===== config.mk =====
export PLATFORM = sky130hd
export DESIGN_NAME = serial_addsub
export DESIGN_NICKNAME = d
export VERILOG_FILES = /design/src/rtl/serial_addsub.sv
export SDC_FILE = /design/constraint.sdc
export NUM_CORES = 1
export LEC_CHECK = 0
export CORE_AREA = 2 2 39 41
export CTS_BUF_LIST = sky130_fd_sc_hd__clkbuf_8
export DETAILED_ROUTE_END_ITERATION = 8
export DIE_AREA = 0 0 41 43
export DONT_BUFFER_PORTS = 1
export GPL_ROUTABILITY_DRIVEN = 0
export GPL_TIMING_DRIVEN = 0
export PLACE_DENSITY_LB_ADDON = 0.12
export SLEW_MARGIN = 20
export SYNTH_ARGS = -nofsm -noshare
export SYNTH_HDL_FRONTEND = slang
export SYNTH_SLANG_ARGS = --single-unit

===== constraint.sdc =====
create_clock -name clk -period 1.9 [get_ports clk]
set_clock_uncertainty 0.05 [all_clocks]
set_input_delay 0.475 -clock clk [delete_from_list [all_inputs] [get_ports clk]]
set_output_delay 0.475 -clock clk [all_outputs]
set_load 0.02 [all_outputs]

===== src/rtl/serial_addsub.sv =====
// serial_addsub
// Bit-serial adder/subtractor, operands presented LSB first.
//
// A start request (st) in IDLE latches the mode (sub) and the carry-in, then
// the block consumes WIDTH qualified bit pairs (vld=1) in RUN. Each accepted
// pair produces one registered result bit one cycle later. At the last bit,
// done pulses and cout/ovf report the final carry and the signed overflow.
// clr aborts a running operation without producing a done.
//
// Ports:
//   clk      rising-edge clock
//   rst_n    synchronous active-low reset
//   st       start request (IDLE only)
//   sub      mode sampled with st: 0 = A+B, 1 = A-B
//   clr      synchronous abort of a running operation
//   vld      a/b carry a valid bit pair this cycle
//   a, b     serial operand bits, LSB first
//   busy     high while an operation is in RUN
//   sum      registered result bit (holds when sum_vld=0)
//   sum_vld  sum carries a fresh result bit this cycle
//   done     one-cycle pulse coincident with the MSB result bit
//   cout     final carry-out (subtract: 1 = no borrow)
//   ovf      two's-complement overflow of the completed operation

module serial_addsub #(
  parameter int WIDTH = 8
) (
  input  logic clk,
  input  logic rst_n,
  input  logic st,
  input  logic sub,
  input  logic clr,
  input  logic vld,
  input  logic a,
  input  logic b,
  output logic busy,
  output logic sum,
  output logic sum_vld,
  output logic done,
  output logic cout,
  output logic ovf
);

  localparam int CNT_W = $clog2(WIDTH);
  localparam logic [CNT_W-1:0] CNT_LAST = CNT_W'(WIDTH - 1);

  typedef enum logic {
    IDLE = 1'b0,
    RUN  = 1'b1
  } state_t;

  state_t           state_reg, state_next;
  logic             mode_reg, mode_next;
  logic             carry_reg, carry_next;
  logic [CNT_W-1:0] cnt_reg, cnt_next;
  logic             sum_reg, sum_next;
  logic             sum_vld_reg, sum_vld_next;
  logic             done_reg, done_next;
  logic             cout_reg, cout_next;
  logic             ovf_reg, ovf_next;

  // Full-adder slice; subtraction inverts b and relies on the carry-in of 1
  // loaded at start.
  logic b_eff;
  logic bit_sum;
  logic bit_carry;

  assign b_eff     = b ^ mode_reg;
  assign bit_sum   = a ^ b_eff ^ carry_reg;
  assign bit_carry = (a & b_eff) | (a & carry_reg) | (b_eff & carry_reg);

  always_ff @(posedge clk) begin
    if (!rst_n) begin
      state_reg   <= IDLE;
      mode_reg    <= 1'b0;
      carry_reg   <= 1'b0;
      cnt_reg     <= '0;
      sum_reg     <= 1'b0;
      sum_vld_reg <= 1'b0;
      done_reg    <= 1'b0;
      cout_reg    <= 1'b0;
      ovf_reg     <= 1'b0;
    end else begin
      state_reg   <= state_next;
      mode_reg    <= mode_next;
      carry_reg   <= carry_next;
      cnt_reg     <= cnt_next;
      sum_reg     <= sum_next;
      sum_vld_reg <= sum_vld_next;
      done_reg    <= done_next;
      cout_reg    <= cout_next;
      ovf_reg     <= ovf_next;
    end
  end

  always_comb begin
    state_next   = state_reg;
    mode_next    = mode_reg;
    carry_next   = carry_reg;
    cnt_next     = cnt_reg;
    sum_next     = sum_reg;
    sum_vld_next = 1'b0;
    done_next    = 1'b0;
    cout_next    = cout_reg;
    ovf_next     = ovf_reg;

    case (state_reg)
      IDLE: begin
        // clr is meaningless here and must not block a start.
        if (st) begin
          state_next = RUN;
          mode_next  = sub;
          carry_next = sub;
          cnt_next   = '0;
          cout_next  = 1'b0;
          ovf_next   = 1'b0;
        end
      end

      RUN: begin
        if (clr) begin
          state_next = IDLE;
        end else if (vld) begin
          sum_next     = bit_sum;
          sum_vld_next = 1'b1;
          carry_next   = bit_carry;
          if (cnt_reg == CNT_LAST) begin
            // cnt stays at the last index; it is reloaded on the next start.
            state_next = IDLE;
            done_next  = 1'b1;
            cout_next  = bit_carry;
            // Overflow: carry into the MSB differs from carry out of it.
            ovf_next   = carry_reg ^ bit_carry;
          end else begin
            cnt_next = cnt_reg + CNT_W'(1);
          end
        end
      end

      default: state_next = IDLE;
    endcase
  end

  assign busy    = (state_reg == RUN);
  assign sum     = sum_reg;
  assign sum_vld = sum_vld_reg;
  assign done    = done_reg;
  assign cout    = cout_reg;
  assign ovf     = ovf_reg;

endmodule

==> summary.md, run 1 <==
| Metric | Value |
|---|---|
| Synth top cells by count | `11 x dfxtp_1, 9 x nand3_1, 3 x nand3b_1, 3 x o21ai_0` |
| Antenna Nets Post-Route | `0` |
| Final #Nets | `66` |
| Run status | `finished, final reports clean` |
| Initial Util | `0.373` |
| RSZ-0062 raised after global routing | `no` |
| Final wirelength | `902 um` |
| Fin. max-slew vios | `0` |
| Top cell by count, worst path | `ha_1` |
| Post-route DRC violation count | `0` |
| Fill count | `145` |
| Share of cells above drive strength 1 | `0.148` |
| Synth cell types | `23` |
| Post-Syn Area | `515 um2` |
| Max Root-Sink Buffers | `2` |
| Util after Layout | `0.420` |
| Chip height | `43 um` |
| Clock-pin slew on the worst setup and hold paths | `0.05 ns` |
| Final total power | `0.000511 W` |
| Hold_sp | `rst_n` |
| Critical Path RT | `2.01 ns` |
| Max Clock Freq | `689 MHz` |
| Total setup buffers inserted after CTS | `0` |
| N_diodes | `0` |
| Type of destination of the critical path | `register` |
| Die Span X | `41 um` |
| Post-synth EDFFs | `0` |
| Most Crowded Layer GR | `met2` |
| Top cell type's share of synthesized area | `0.427` |
| Sequential Area | `220 um2` |
| Crit-path cells | `ha_1 -> ha_1 -> and4bb_2 -> nand3b_1 -> o21ai_0` |
| Maxcap violations | `0` |
| Largest fanout on the critical path | `6` |
| Vias | `374` |
| Worst skew pair latency | `0.23 ns` |
| Crit path DAT | `1.56 ns` |
| Routing usage on met1 | `0.131` |
| Rows | `14` |
| GRT overflow | `0` |
| Count leader, synth | `dfxtp_1` |
| Area of the multi-input gates | `275 um2` |
| Vias in the first global route | `368` |
| Post-synth top flop | `dfxtp_1` |
| WL/cell | `12.9 um` |
| Syn avg cell area | `10.3 um2` |
| First-pass GRT wire length | `1500 um` |
| Slew HR | `0.771` |
| R2r endpoint | `cnt_reg[0]` |
| Startpoint types | `register` |
| Synth async-reset ratio | `0` |
| Largest register FFs | `3` |
| CTS-repair resized insts | `0` |
| Reg2reg path depth | `5` |
| FF-to-FF Start | `cnt_reg[0]` |
| H-tree levels | `1` |
| Ratio of final minimum period to clock period | `0.764` |
| Total GRT Usage | `0.133` |
| Ys Warns | `0` |
| I/O Pins | `14` |
| Hold Path Class | `in -> reg` |
| TritonRoute pass-1 iters | `2` |
| Die area | `1760 um2` |
| Tmin final | `1.45 ns` |
| Dominant cell type by area after synthesis | `dfxtp_1` |
| Met3 usage | `0.0995` |
| Worst VDD drop | `0.690 mV` |
| Post-CTS Hold Fix Bufs | `0` |
| Vias per cell | `5.34` |
| Hold slack | `0.307 ns` |
| Core Area | `1380 um2` |
| Cell Pwr Density | `881 nW/um2` |
| DR iter-0 viols | `3` |
| Clock sink count | `11` |
| Initial antenna violation count | `0` |
| Final Hold Vio Count | `0` |
| Seq cells post-synth | `11` |
| Slowest cell on crit path | `and4bb_2` |
| Leak | `0.229 nW` |
| CP peak stage delay | `0.38 ns` |
| Ranking of synthesized cells by area | `dfxtp_1 43%, nand3_1 8.7%, ha_1 4.9%, nand3b_1 4.4%, fa_1 3.9%` |
| CTS root buf | `clkbuf_8` |
| Post-Syn Instances | `50` |
| Largest net degree at the start of global routing | `11` |
| Endpoints failing setup | `0` |
| IO buf count | `0` |
| Pin slew with the least headroom to its limit | `0.344 ns` |
| Hold Crit Depth | `2` |
| Area grow syn2layout | `12.6%` |
| CTS Buf Count | `3` |
| R2r setup slk | `0.45 ns` |
| Global Route met2 Usage | `0.200` |
| Setup tns final | `0 ns` |
| DPL Wire Length | `701 um` |
| Syn Nets | `61` |
| Post-synthesis sequential area ratio | `0.427` |
| Worst Hold Path EP | `carry_reg` |
| CTS tree | `yes` |
| Setup Crit Path Kind | `reg -> reg` |
[final cells by class]
cell class	count	area share
Multi-Input combinational cell	36	0.474
Tap cell	16	0.0345
Clock inverter	1	0.00647
Clock buffer	3	0.0711
Inverter	1	0.00647
Sequential cell	11	0.379
Buffer	2	0.0280
[worst max-delay path by stage]
stage | from | endpoint | slack (ns) | cells after the start
floorplan | b | ovf | 0.43 | 5
global route | cnt_reg[0] | cnt_reg[0] | 0.35 | 5
finish | cnt_reg[0] | cnt_reg[0] | 0.45 | 5
global placement | b | ovf | 0.36 | 5
CTS | cnt_reg[0] | cnt_reg[0] | 0.44 | 5
detailed placement | b | ovf | 0.32 | 5
[through the flow]
step / worst slack [ns] / std cells / cell area [um2]
finish: 0.448 / 70 / 581
global route: 0.346 / 70 / 581
global placement: 0.362 / 66 / 536
floorplan: 0.427 / 50 / 515
CTS: 0.443 / 70 / 581
detailed placement: 0.315 / 66 / 536
[critical path: cells and delay by family (launching register included)]
family	cells	cell delay, ns
and+or+nand+nor	2	0.47
DFF	1	0.32
AOI/OAI and AO/OA	1	0.08
adders and majority gates	2	0.46
[where the power goes]
group,leakage (nW),switching [W],internal [W]
logic,0.113,0.0000194,0.0000212
clock network,0.0269,0.0000815,0.000141
registers,0.0894,0.00000984,0.000238
[per-layer routing]
metal  share of wire  vias to the layer above  wire (um)
li1                -                      191          -
met1            0.40                      170        365
met2            0.51                       11        460
met3           0.072                        2         65
met4           0.012                        0         11
met5               0                        -          0
[logic make-up after synthesis]
family / count (synthesis) / share of synthesized area
adders and majority gates: 3 / 0.0874
AOI/OAI and AO/OA: 8 / 0.114
buffers and inverters: 3 / 0.0388
muxes: 2 / 0.0388
and+or+nand+nor: 21 / 0.260
DFF: 11 / 0.427
xor gates and xnor gates: 2 / 0.0340
[layout by cell type (no fill, tap or decap)]
cell       n
and4bb_2   1
fa_1       1
a21boi_0   1
o21ai_0    3
xor2_1     2
buf_6      1
a21boi_1   2
a31oi_1    1
nand3b_1   3
nor2b_1    2
clkbuf_2   1
and3_1     1
o221ai_2   1
mux2i_1    2
and3b_2    1
clkbuf_8   3
and2_1     1
nand3_1    9
nand4b_1   1
dfxtp_1   11
nand2b_1   1
inv_1      2
nand2_1    1
ha_1       2
No activity file was read; power rests on OpenSTA's default activity.
==> run 2: changes to the inputs <==
==> constraint.sdc (replaced) <==
create_clock -name clk -period 1.4 [get_ports clk]
set_clock_uncertainty 0.05 [all_clocks]
set_input_delay 0.35 -clock clk [delete_from_list [all_inputs] [get_ports clk]]
set_output_delay 0.35 -clock clk [all_outputs]
set_load 0.02 [all_outputs]
==> summary.md, run 2 (same netlist as run 1, synthesis figures left out) <==
| Metric | Value |
|---|---|
| Vias per cell | `5.32` |
| Run status | `finished, final reports clean` |
| Util after Layout | `0.445` |
| Max Root-Sink Buffers | `2` |
| Top Family by Delay on Critical Path | `adder cells` |
| Logic gate share of total power | `0.094` |
| Vias in the first global route | `368` |
| Max Clock Freq | `743 MHz` |
| CTS Buf Count | `3` |
| Post-route DRC violation count | `0` |
| Initial antenna violation count | `0` |
| GRT overflow | `0` |
| IO buf count | `0` |
| Antenna Nets Post-Route | `0` |
| CTS root buf | `clkbuf_8` |
| Global Route met2 Usage | `0.200` |
| DR iter-0 viols | `5` |
| I/O Pins | `14` |
| Leak | `0.233 nW` |
| Die area | `1760 um2` |
| Worst VDD drop | `0.932 mV` |
| Pin slew with the least headroom to its limit | `0.349 ns` |
| Setup tns final | `0 ns` |
| Worst skew pair latency | `0.23 ns` |
| Most frequent cells in the layout | `9 x nand3_1, 9 x dfxtp_1, 3 x nand3b_1, 3 x clkbuf_8` |
| Final #Nets | `68` |
| Met3 usage | `0.0995` |
| Setup Crit Path Kind | `reg -> reg` |
| H-tree levels | `1` |
| Critical Path RT | `1.51 ns` |
| Endpoints failing setup | `0` |
| RSZ-0062 raised after global routing | `yes` |
| N_diodes | `0` |
| Seq pwr share | `0.479` |
| Slowest cell on crit path | `fa_2` |
| Share of cells above drive strength 1 | `0.268` |
| Type of destination of the critical path | `register` |
| Largest register FFs | `3` |
| Fin. max-slew vios | `0` |
| WL/cell | `12.4 um` |
| Rows | `14` |
| Core Area | `1380 um2` |
| Crit-path cells | `xor2_1 -> fa_2 -> xor2_1 -> nand3_1 -> a21boi_1` |
| R2r setup slk | `0.05 ns` |
| Largest fanout on the critical path | `3` |
| Clock-pin slew on the worst setup and hold paths | `0.05 ns` |
| Final wirelength | `895 um` |
| Routing usage on met1 | `0.131` |
| First-pass GRT wire length | `1500 um` |
| Final Hold Vio Count | `0` |
| Startpoint types | `register` |
| CTS tree | `yes` |
| Ratio of final minimum period to clock period | `0.961` |
| Switch share | `0.215` |
| Psw | `0.000151 W` |
| Initial Util | `0.373` |
| Crit path DAT | `1.46 ns` |
| Total GRT Usage | `0.133` |
| Worst path bufs/invs | `0` |
| Die Span X | `41 um` |
| Hold slack | `0.183 ns` |
| Chip height | `43 um` |
| Hold Path Class | `in -> reg` |
| Cell Pwr Density | `1140 nW/um2` |
| CP peak stage delay | `0.36 ns` |
| Area grow syn2layout | `19.4%` |
| Clock power frac | `0.428` |
| Clock sink count | `11` |
| Top cell by count, worst path | `xor2_1` |
| Maxcap violations | `0` |
| DPL Wire Length | `701 um` |
| Vias | `383` |
| P_int | `0.000553 W` |
| Tmin final | `1.35 ns` |
| TritonRoute pass-1 iters | `3` |
| Most Crowded Layer GR | `met2` |
| Slew HR | `0.767` |
| Largest net degree at the start of global routing | `11` |
[run 2: final cells by class]
class / count / area [um2]
fill: 141 / 768
multi-input combinational: 36 / 293
sequential: 11 / 223
clock buffer: 3 / 41.3
tap: 16 / 20.0
buffer: 2 / 16.3
timing repair buffer: 2 / 15.0
clock inverter: 1 / 3.75
inverter: 1 / 3.75
[run 2: metal layers]
layer / share of wire / up-vias
met5: 0 / -
li1: - / 194
met2: 0.52 / 10
met4: 0.016 / 0
met3: 0.068 / 2
met1: 0.40 / 177
[run 2: what timing repair did]
item	CTS	global route
resized for setup	2	5
buffers inserted	0	2
hold buffers	0	0
setup endpoints to repair	4	4
pin swaps	1	2
[run 2: final timing paths]
kind | start | end | cells past startpoint
worst min register to register | cnt_reg[1] | cnt_reg[1] | 2
worst max-delay path | mode_reg | ovf | 5
worst min-delay path | rst_n | carry_reg | 2
worst max register to register | mode_reg | ovf | 5
[run 2: power by group through the flow]
stage	sequential, W	clock [W]	combinational (W)
finish	0.000337	0.000301	0.0000660
global route	0.000338	0.000336	0.0000748
CTS	0.000337	0.000314	0.0000582
detailed placement	0.000343	0	0.0000569
global placement	0.000342	0	0.0000548
floorplan	0.000341	0	0.0000479
[run 2: stage by stage]
stage	cells	power (W)	setup WS (ns)	cell area (um2)
after global placement	66	0.000397	-0.0132	536
after CTS	70	0.000709	0.00403	586
final	72	0.000704	0.0541	616
after global routing	72	0.000748	-0.0395	616
after floorplan	50	0.000389	0.0515	515
after detailed placement	66	0.000400	-0.0598	536
[run 2: worst reg2reg max path, delay by kind of cell (launching register included)]
| family | cells | cell delay, ns |
|---|---|---|
| xor+xnor | 2 | 0.31 |
| flops | 1 | 0.32 |
| fa+ha+maj | 1 | 0.36 |
| simple gates | 1 | 0.10 |
| compound gates | 1 | 0.14 |
==> run 3: changes to the inputs <==
--- a/config.mk
+++ b/config.mk
@@ -13,7 +13,7 @@
 export GPL_ROUTABILITY_DRIVEN = 0
 export GPL_TIMING_DRIVEN = 0
 export PLACE_DENSITY_LB_ADDON = 0.12
-export SLEW_MARGIN = 20
+export SLEW_MARGIN = 10
 export SYNTH_ARGS = -nofsm -noshare
 export SYNTH_HDL_FRONTEND = slang
 export SYNTH_SLANG_ARGS = --single-unit
==> results of run 3 <==
The final DEF is identical to that of run 2; final timing and power are the same.
